===== src/rtl/id_stage.sv =====
// RV32I decode stage: opcode/immediate decode, 32x32 register file with
// write-through bypass, load-use hazard detection and the ID/EX pipeline register.
`timescale 1ns/1ps
module id_stage (
  input  logic        clk,
  input  logic        rst_n,
  input  logic [31:0] inst_id,
  input  logic [31:2] pc_id,
  input  logic        stall,
  input  logic        rst_pipe,
  input  logic [4:0]  wbk_rd_reg,
  input  logic [31:0] wbk_data,
  input  logic        wbk_wen,
  output logic        ld_hazard,
  output logic [31:2] pc_ex,
  output logic [31:0] rs1_data_ex,
  output logic [31:0] rs2_data_ex,
  output logic [31:0] imm_ex,
  output logic [4:0]  rd_ex,
  output logic        rd_wen_ex,
  output logic [2:0]  funct3_ex,
  output logic        funct7b5_ex,
  output logic        cmd_lui_ex,
  output logic        cmd_auipc_ex,
  output logic        cmd_jal_ex,
  output logic        cmd_jalr_ex,
  output logic        cmd_br_ex,
  output logic        cmd_ld_ex,
  output logic        cmd_st_ex,
  output logic        cmd_alui_ex,
  output logic        cmd_alu_ex,
  output logic        cmd_ecall_ex,
  output logic        ill_inst_ex
);

  localparam logic [4:0] OPC_LUI    = 5'b01101;
  localparam logic [4:0] OPC_AUIPC  = 5'b00101;
  localparam logic [4:0] OPC_JAL    = 5'b11011;
  localparam logic [4:0] OPC_JALR   = 5'b11001;
  localparam logic [4:0] OPC_BRANCH = 5'b11000;
  localparam logic [4:0] OPC_LOAD   = 5'b00000;
  localparam logic [4:0] OPC_STORE  = 5'b01000;
  localparam logic [4:0] OPC_OPIMM  = 5'b00100;
  localparam logic [4:0] OPC_OP     = 5'b01100;
  localparam logic [4:0] OPC_SYSTEM = 5'b11100;

  logic [4:0]  opcode;
  logic [4:0]  rs1;
  logic [4:0]  rs2;
  logic [4:0]  rd;
  logic        quad_ok;

  logic        dec_lui;
  logic        dec_auipc;
  logic        dec_jal;
  logic        dec_jalr;
  logic        dec_br;
  logic        dec_ld;
  logic        dec_st;
  logic        dec_alui;
  logic        dec_alu;
  logic        dec_ecall;
  logic        dec_ill;
  logic        dec_rd_wen;
  logic        use_rs1;
  logic        use_rs2;
  logic [31:0] dec_imm;

  logic [31:0] regs [32];
  logic [31:0] rs1_data;
  logic [31:0] rs2_data;

  assign opcode  = inst_id[6:2];
  assign rs1     = inst_id[19:15];
  assign rs2     = inst_id[24:20];
  assign rd      = inst_id[11:7];
  assign quad_ok = (inst_id[1:0] == 2'b11);

  // Opcode class decode; a non-32-bit encoding or unknown opcode leaves every class flag low.
  always_comb begin
    dec_lui   = 1'b0;
    dec_auipc = 1'b0;
    dec_jal   = 1'b0;
    dec_jalr  = 1'b0;
    dec_br    = 1'b0;
    dec_ld    = 1'b0;
    dec_st    = 1'b0;
    dec_alui  = 1'b0;
    dec_alu   = 1'b0;
    dec_ecall = 1'b0;
    if (quad_ok) begin
      case (opcode)
        OPC_LUI:    dec_lui   = 1'b1;
        OPC_AUIPC:  dec_auipc = 1'b1;
        OPC_JAL:    dec_jal   = 1'b1;
        OPC_JALR:   dec_jalr  = 1'b1;
        OPC_BRANCH: dec_br    = 1'b1;
        OPC_LOAD:   dec_ld    = 1'b1;
        OPC_STORE:  dec_st    = 1'b1;
        OPC_OPIMM:  dec_alui  = 1'b1;
        OPC_OP:     dec_alu   = 1'b1;
        OPC_SYSTEM: dec_ecall = (inst_id[31:7] == 25'd0);
        default:    ;
      endcase
    end
  end

  assign dec_ill = ~(dec_lui | dec_auipc | dec_jal | dec_jalr | dec_br |
                     dec_ld | dec_st | dec_alui | dec_alu | dec_ecall);

  assign dec_rd_wen = (dec_lui | dec_auipc | dec_jal | dec_jalr | dec_ld |
                       dec_alui | dec_alu) & (rd != 5'd0);

  assign use_rs1 = dec_jalr | dec_br | dec_ld | dec_st | dec_alui | dec_alu;
  assign use_rs2 = dec_br | dec_st | dec_alu;

  always_comb begin
    dec_imm = 32'd0;
    if (dec_jalr | dec_ld | dec_alui)
      dec_imm = {{20{inst_id[31]}}, inst_id[31:20]};
    else if (dec_st)
      dec_imm = {{20{inst_id[31]}}, inst_id[31:25], inst_id[11:7]};
    else if (dec_br)
      dec_imm = {{20{inst_id[31]}}, inst_id[7], inst_id[30:25], inst_id[11:8], 1'b0};
    else if (dec_lui | dec_auipc)
      dec_imm = {inst_id[31:12], 12'd0};
    else if (dec_jal)
      dec_imm = {{12{inst_id[31]}}, inst_id[19:12], inst_id[20], inst_id[30:21], 1'b0};
  end

  // Register file: x0 is never written so it stays at its reset value of zero.
  always_ff @(posedge clk or negedge rst_n) begin
    if (!rst_n) begin
      for (int i = 0; i < 32; i++) regs[i] <= 32'd0;
    end else if (wbk_wen && (wbk_rd_reg != 5'd0)) begin
      regs[wbk_rd_reg] <= wbk_data;
    end
  end

  always_comb begin
    rs1_data = regs[rs1];
    rs2_data = regs[rs2];
    if (wbk_wen && (wbk_rd_reg != 5'd0) && (wbk_rd_reg == rs1)) rs1_data = wbk_data;
    if (wbk_wen && (wbk_rd_reg != 5'd0) && (wbk_rd_reg == rs2)) rs2_data = wbk_data;
  end

  // rd_wen_ex already implies rd_ex != 0, so x0 sources never raise a hazard.
  assign ld_hazard = cmd_ld_ex & rd_wen_ex &
                     ((use_rs1 & (rs1 == rd_ex)) | (use_rs2 & (rs2 == rd_ex)));

  always_ff @(posedge clk or negedge rst_n) begin
    if (!rst_n) begin
      pc_ex        <= '0;
      rs1_data_ex  <= '0;
      rs2_data_ex  <= '0;
      imm_ex       <= '0;
      rd_ex        <= '0;
      rd_wen_ex    <= 1'b0;
      funct3_ex    <= '0;
      funct7b5_ex  <= 1'b0;
      cmd_lui_ex   <= 1'b0;
      cmd_auipc_ex <= 1'b0;
      cmd_jal_ex   <= 1'b0;
      cmd_jalr_ex  <= 1'b0;
      cmd_br_ex    <= 1'b0;
      cmd_ld_ex    <= 1'b0;
      cmd_st_ex    <= 1'b0;
      cmd_alui_ex  <= 1'b0;
      cmd_alu_ex   <= 1'b0;
      cmd_ecall_ex <= 1'b0;
      ill_inst_ex  <= 1'b0;
    end else if (rst_pipe || (!stall && ld_hazard)) begin
      pc_ex        <= '0;
      rs1_data_ex  <= '0;
      rs2_data_ex  <= '0;
      imm_ex       <= '0;
      rd_ex        <= '0;
      rd_wen_ex    <= 1'b0;
      funct3_ex    <= '0;
      funct7b5_ex  <= 1'b0;
      cmd_lui_ex   <= 1'b0;
      cmd_auipc_ex <= 1'b0;
      cmd_jal_ex   <= 1'b0;
      cmd_jalr_ex  <= 1'b0;
      cmd_br_ex    <= 1'b0;
      cmd_ld_ex    <= 1'b0;
      cmd_st_ex    <= 1'b0;
      cmd_alui_ex  <= 1'b0;
      cmd_alu_ex   <= 1'b0;
      cmd_ecall_ex <= 1'b0;
      ill_inst_ex  <= 1'b0;
    end else if (!stall) begin
      pc_ex        <= pc_id;
      rs1_data_ex  <= rs1_data;
      rs2_data_ex  <= rs2_data;
      imm_ex       <= dec_imm;
      rd_ex        <= rd;
      rd_wen_ex    <= dec_rd_wen;
      funct3_ex    <= inst_id[14:12];
      funct7b5_ex  <= inst_id[30];
      cmd_lui_ex   <= dec_lui;
      cmd_auipc_ex <= dec_auipc;
      cmd_jal_ex   <= dec_jal;
      cmd_jalr_ex  <= dec_jalr;
      cmd_br_ex    <= dec_br;
      cmd_ld_ex    <= dec_ld;
      cmd_st_ex    <= dec_st;
      cmd_alui_ex  <= dec_alui;
      cmd_alu_ex   <= dec_alu;
      cmd_ecall_ex <= dec_ecall;
      ill_inst_ex  <= dec_ill;
    end
  end

endmodule

===== config.mk =====
export PLATFORM = sky130hd
export DESIGN_NAME = id_stage
export DESIGN_NICKNAME = d
export VERILOG_FILES = /design/src/rtl/id_stage.sv
export SDC_FILE = /design/constraint.sdc
export NUM_CORES = 2
export LEC_CHECK = 0
export CORE_AREA = 2 2 351 353
export CTS_CLUSTER_DIAMETER = 40
export DETAILED_ROUTE_END_ITERATION = 6
export DIE_AREA = 0 0 353 355
export GPL_TIMING_DRIVEN = 0
export PLACE_DENSITY = 0.76
export SYNTH_ARGS = -nofsm -noshare
export SYNTH_HDL_FRONTEND = slang
export SYNTH_SLANG_ARGS = --single-unit
export TNS_END_PERCENT = 20

===== constraint.sdc =====
create_clock -name clk -period 4.4 [get_ports clk]
set_input_delay 0.88 -clock clk [delete_from_list [all_inputs] [get_ports clk]]
set_output_delay 0.88 -clock clk [all_outputs]
set_load 0.005 [all_outputs]

# --- After elaboration in Yosys (flattened, before gate mapping) ---
# Cells that the tools add are included.
totals:
  word_cells: 186
  input_bits: 104
  reg_bits: 1171
  out_inout_bits: 148
classes:
  muxes: 74
  order_cmp: 4
  eq_ne: 15
  n_reduce_logical: 11
  bitwise_logic: 31
op_table:
  columns: ["op", "count"]
  rows:
  - ["$bwmux 1024", 1]
  - ["$mux 32", 18]
  - ["$bmux 32 s5", 2]
  - ["$demux 32 s5", 1]
  - ["$mux 30", 2]
  - ["$mux 1", 46]
  - ["$logic_not 25->1", 1]
  - ["$or 1x1->1", 22]
  - ["$eq 5x5->1", 4]
  - ["$eq 5x5->1 const B", 4]
  - ["$ge 6x6->1 const B", 3]
  - ["$not 5->6", 3]
  - ["$eq 5x4->1 const B", 3]
  - ["$eq 5x3->1 const B", 2]
  - ["$mux 5", 2]
  - ["$reduce_bool 5->1", 2]
  - ["$lt 6x1->1 const B", 1]
  - ["$mux 3", 2]
  - ["$and 1x1->1", 5]
  - ["$logic_and 1x1->1", 5]
  - ["$logic_not 5->1", 1]
  - ["$eq 2x2->1 const B", 1]
  - ["$ne 2x1->1 const B", 1]
  - ["$logic_not 1->1", 1]
  - ["other kinds (2)", 2]

# --- Logic depth before layout (Yosys ltp) ---
logic_depth:
  word_depth: 15
  ltp_mapped: 11
  mapped_depth_nobuf: 6

# --- Least setup slack after synthesis ---
# Ideal clock, no wire load.
synth_path:
  kind: "input -> output"
  startpoint: "input inst_id[4]"
  endpoint: "output ld_hazard"
  slack_ns: 1.672
  arrival_ns: 1.848
  cell_stages: 5
  t_required_ns: 3.520
  n_path_buf: 1
  cell_sequence: "clkbuf_2 -> and3b_1 -> o211ai_1 -> or4_1 -> nand2_1"
synth_between:
  elab_chain_len: 11
  elab_cells_between_ends: 29
  cone_classes: "5 x eq/ne; 12 x mux; 11 x bitwise; 1 x reduce/logical"
synth_lines:
  columns: ["element", "line", "rtl"]
  rows:
  - ["start: declaration", "7", "input logic [31:0] inst_id,"]
  - ["$eq 5x5->1", "92", "case (opcode)"]
  - ["$mux 1", "92", null]
  - ["$mux 1", "91", "if (quad_ok) begin"]
  - ["$or 1x1->1 (5 in a row)", "114", "assign use_rs1 = dec_jalr | dec_br | dec_ld | dec_st | dec_alui | dec_alu;"]
  - ["$and 1x1->1", "149", "((use_rs1 & (rs1 == rd_ex)) | (use_rs2 & (rs2 == rd_ex)));"]
  - ["$or 1x1->1 *", "149", null]
  - ["$and 1x1->1 *", "148", "assign ld_hazard = cmd_ld_ex & rd_wen_ex &"]
  - ["end: declaration", "14", "output logic ld_hazard,"]
# Mark *: on every way between the ends. The rest lies on a longest branch, timed or not.

# --- Worst setup path in the final report ---
layout_path:
  startpoint: "input inst_id[17]"
  endpoint: "register rs1_data_ex[15]"
layout_between:
  elab_chain_len: 7
  elab_cells_between_ends: 16
  cone_classes: "3 x eq/ne; 6 x mux; 4 x bitwise; 3 x reduce/logical"
layout_lines:
  columns: ["element", "line", "rtl"]
  rows:
  - ["$not 5->6 (implied by the code) / $eq 5x5->1 (equally long branches)", "141, 149", null]
  - ["$bmux 32 s5 / $and 1x1->1 (equally long branches)", "141, 149", null]
  - ["$mux 32 (implied by the code) / $or 1x1->1 (equally long branches)", "141, 149", null]
  - ["$mux 32 (implied by the code) / $and 1x1->1 (equally long branches)", "141, 148", null]
  - ["$mux 32 / $logic_and 1x1->1 (equally long branches)", "143, 172", null]
  - ["$mux 32 / $logic_or 1x1->1 (equally long branches)", "192, 172", null]
  - ["$mux 32 / $ne 2x1->1 (equally long branches)", null, null]
  - ["end signal: assignment", "194", "rs1_data_ex <= rs1_data;"]
  - ["end: declaration", "16", "output logic [31:0] rs1_data_ex,"]
# Parallel ways exist; a longest one is shown, timed or not. The select of a mux whose other input is x is not followed.
# A chain may end at the register's enable or synchronous reset.

==> results.cfg <==
[floorplan]
die_w_um = 353
row_count = 128
fp.dieArea_um2 = 125000
die_h_um = 355
core_um2 = 121000
ios = 252
start_util_pct = 49.6

[final_layout]
final_area_um2 = 70600
final_util_pct = 58.1
syn_to_final_growth_pct = 17.1
layout.nets = 4744
drive_above_1_share_pct = 40.1
fin_cells = 6405

[timing]
period_share_pct = 108
rsz0062_at_grt = false
finalHoldViolations = 0
layout_min_cycle_time_ns = 4.74
fin_hold_ws_ns = 0.0355
setup_viol = 12
fmax_ghz = 0.211
slew_headroom_pct = -10.4
fin_ws_ns = -0.337
skew_ns = 0.0377
slew_viol_final = 196
max_slew.worst_pin.slew_ns = 1.66

[status]
violations = DRC, capacitance limit, slew limit, setup timing
status = finished, violations left

[drt]
routed.top_layer = met5
firstDrtPassIters = 7
wl_met2_mm = 105
routed-wl-met3_mm = 43.0
vias = 47000
avgRoutedWirePerCell_um = 40.3
drt-initial-drc-count = 7863
wirelength_mm = 258
post-route-drc-count = 1
via_per_inst = 7.33
ant_nets = 0
routedLengthMet1_mm = 86.7

[clock_tree]
cts.repair.resized = 1
post_cts_buffers = 0
hold_buffers = 0
cts_max_level = 4
clk_latency_ns = 0.82
clk_pin_slew_ns = 0.06
cts_tree = built
root_buffer = clkbuf_16
cts_made_buffers = 158
clockBufferDepth = 3
clock_sinks = 1171

[synth]
synthCells = 4228
syn_area_per_cell_um2 = 14.2
synth-simple-area-share_pct = 2.66
synth.area.mux_share_pct = 38.3
synth_top_family_by_area = multiplexers
syn_area_um2 = 60200
ys_seq_elements = 1171
ys.flop_type = dfrtp_1
synth_compound_area_share_pct = 6.52
synthDistinctLibCells = 58
yosysSeqAreaShare_pct = 48.6
synth_warnings = 0
synthesis.nets = 4332
synthArstFlopShare_pct = 100
synth_edf_count = 0
synthAdderAreaFrac_pct = 0
synth_xor_area_share_pct = 0.291

[placement]
dp_hpwl_mm = 167
numPortBuffers = 241
placedInstanceArea_um2 = 64900
gp_congestion = 1.05
placed_cells = 6103

[worst_setup_path]
cp_top_family = buffers and inverters
worst_ep_arrival_time_ns = 5.37
startpoint_type = input port
crit_required_ns = 5.04
crit_path_end_kind = flop
critPathBufInv = 4
cp_max_fo = 10
worst-setup-path-type = in -> reg
critPathSlowestCell = clkbuf_1
critPathMaxStageDelay_ns = 1.12
reg2reg_slack_ns = 0.69
crit_chain = clkdlybuf4s50_1 > buf_2 > buf_4 > clkbuf_1 > nand2_1 > o221ai_1 > o21ai_1

[power]
power_w = 0.0342
power.density_nw_per_um2 = 484
leakage_nw = 30.3
peakVddDrop_v = 0.000422

[global_routing]
grt_pass1_wl_mm = 353
overflow = 0
grt_start_max_net_pins = 181
grt_pass1_vias = 46100
antenna_found_initial = 9
grt_usage_pct = 40.6

[job]
cap_violations = 19

[min_path]
hp-class = in -> async
-- per-layer routing --
metal / GRT usage (%) / vias to the layer above
met5: 0.717 / -
met4: 29.2 / 16
met3: 22.3 / 1318
met2: 55.6 / 4384
met1: 48.1 / 24100
li1: - / 17100
-- cell families after synthesis --
group,after synthesis
compound gates,578
buf+inv,474
simple gates,332
flops,1171
xor+xnor,20
mux,1653
-- layout by cell type, fill, tap and decap left out, drive strengths merged, types with 4 or more instances in the layout --
cell / instances
dfrtp: 1171
mux2: 1027
clkbuf: 467
mux4: 421
clkdlybuf4s50: 240
buf: 217
mux2i: 205
o21ai: 152
o22ai: 140
nand2: 101
nor2: 77
a22o: 70
a22oi: 50
a221oi: 40
nor3: 38
nand3: 36
clkinv: 35
a32oi: 34
o211ai: 33
nor2b: 27
a21oi: 26
clkinvlp: 22
inv: 19
bufinv: 17
xor2: 11
diode: 9
xnor2: 9
nand2b: 9
nand3b: 8
o221ai: 8
nor3b: 8
o31ai: 7
nor4: 6
and3b: 5
a21boi: 5
a32o: 5
a31oi: 4
or2: 4
-- power breakdown --
group	switching [W]	internal (W)
clock network	0.00541	0.00827
registers	0.00153	0.0126
logic	0.00289	0.00342
total	0.00982	0.0243
-- path summary, 6_finish.rpt --
| path | start | end | cells past startpoint |
|---|---|---|---|
| min in group clk | inst_id[4] | cmd_ld_ex | 2 |
| hold reg to reg | rs2_data_ex[7] | rs2_data_ex[7] | 2 |
| setup reg to reg | rd_ex[4] | rs2_data_ex[30] | 8 |
| hold / removal | rst_n | regs[1006] | 1 |
| setup / recovery | inst_id[17] | rs1_data_ex[15] | 7 |
| max in group asynchronous | rst_n | pc_ex[29] | 4 |
-- registers in the layout (all words and copies together), names as in the netlist, 3 cells and up --
| name | flops |
|---|---|
| rs1_data_ex | 32 |
| rd_ex | 5 |
| regs | 1024 |
| imm_ex | 32 |
| rs2_data_ex | 32 |
| funct3_ex | 3 |
| pc_ex | 30 |
-- cells in the mapped netlist, drive strengths merged (9+ instances only) --
master	count	share of area [%]
dfrtp	1171	49
mux2	1027	19
mux4	421	16
clkbuf	266	1.7
buf	206	1.9
mux2i	205	3.4
o21ai	152	1.3
o22ai	140	1.5
nand2	101	0.63
nor2	77	0.48
a22o	70	1.0
a22oi	50	0.62
a221oi	40	0.58
nor3	38	0.33
nand3	36	0.30
a32oi	34	0.49
o211ai	33	0.41
nor2b	27	0.28
a21oi	26	0.22
xor2	11	0.16
nand2b	9	0.093
xnor2	9	0.13
-- cell type report --
type                       count  area, um^2
tap                         1625        2030
clock buffer                 200        4480
buffer                       472        2140
antenna                        9        22.5
inverter                       2        7.51
sequential                  1171       29300
fill                        9590       50800
timing repair buffer         252        2680
multi-input combinational   2583       28800
clock inverter                91        1080
-- stage by stage --
step,setup WS [ns],TNS (ns)
2_1_floorplan,1.67,0
3_3_place_gp,-50.64,-
3_5_place_dp,-1.20,-22.29
4_1_cts,0.0430,0
5_1_grt,0.00502,0
6_report,-0.337,-2.41
Power figures use the tool's default switching activity.
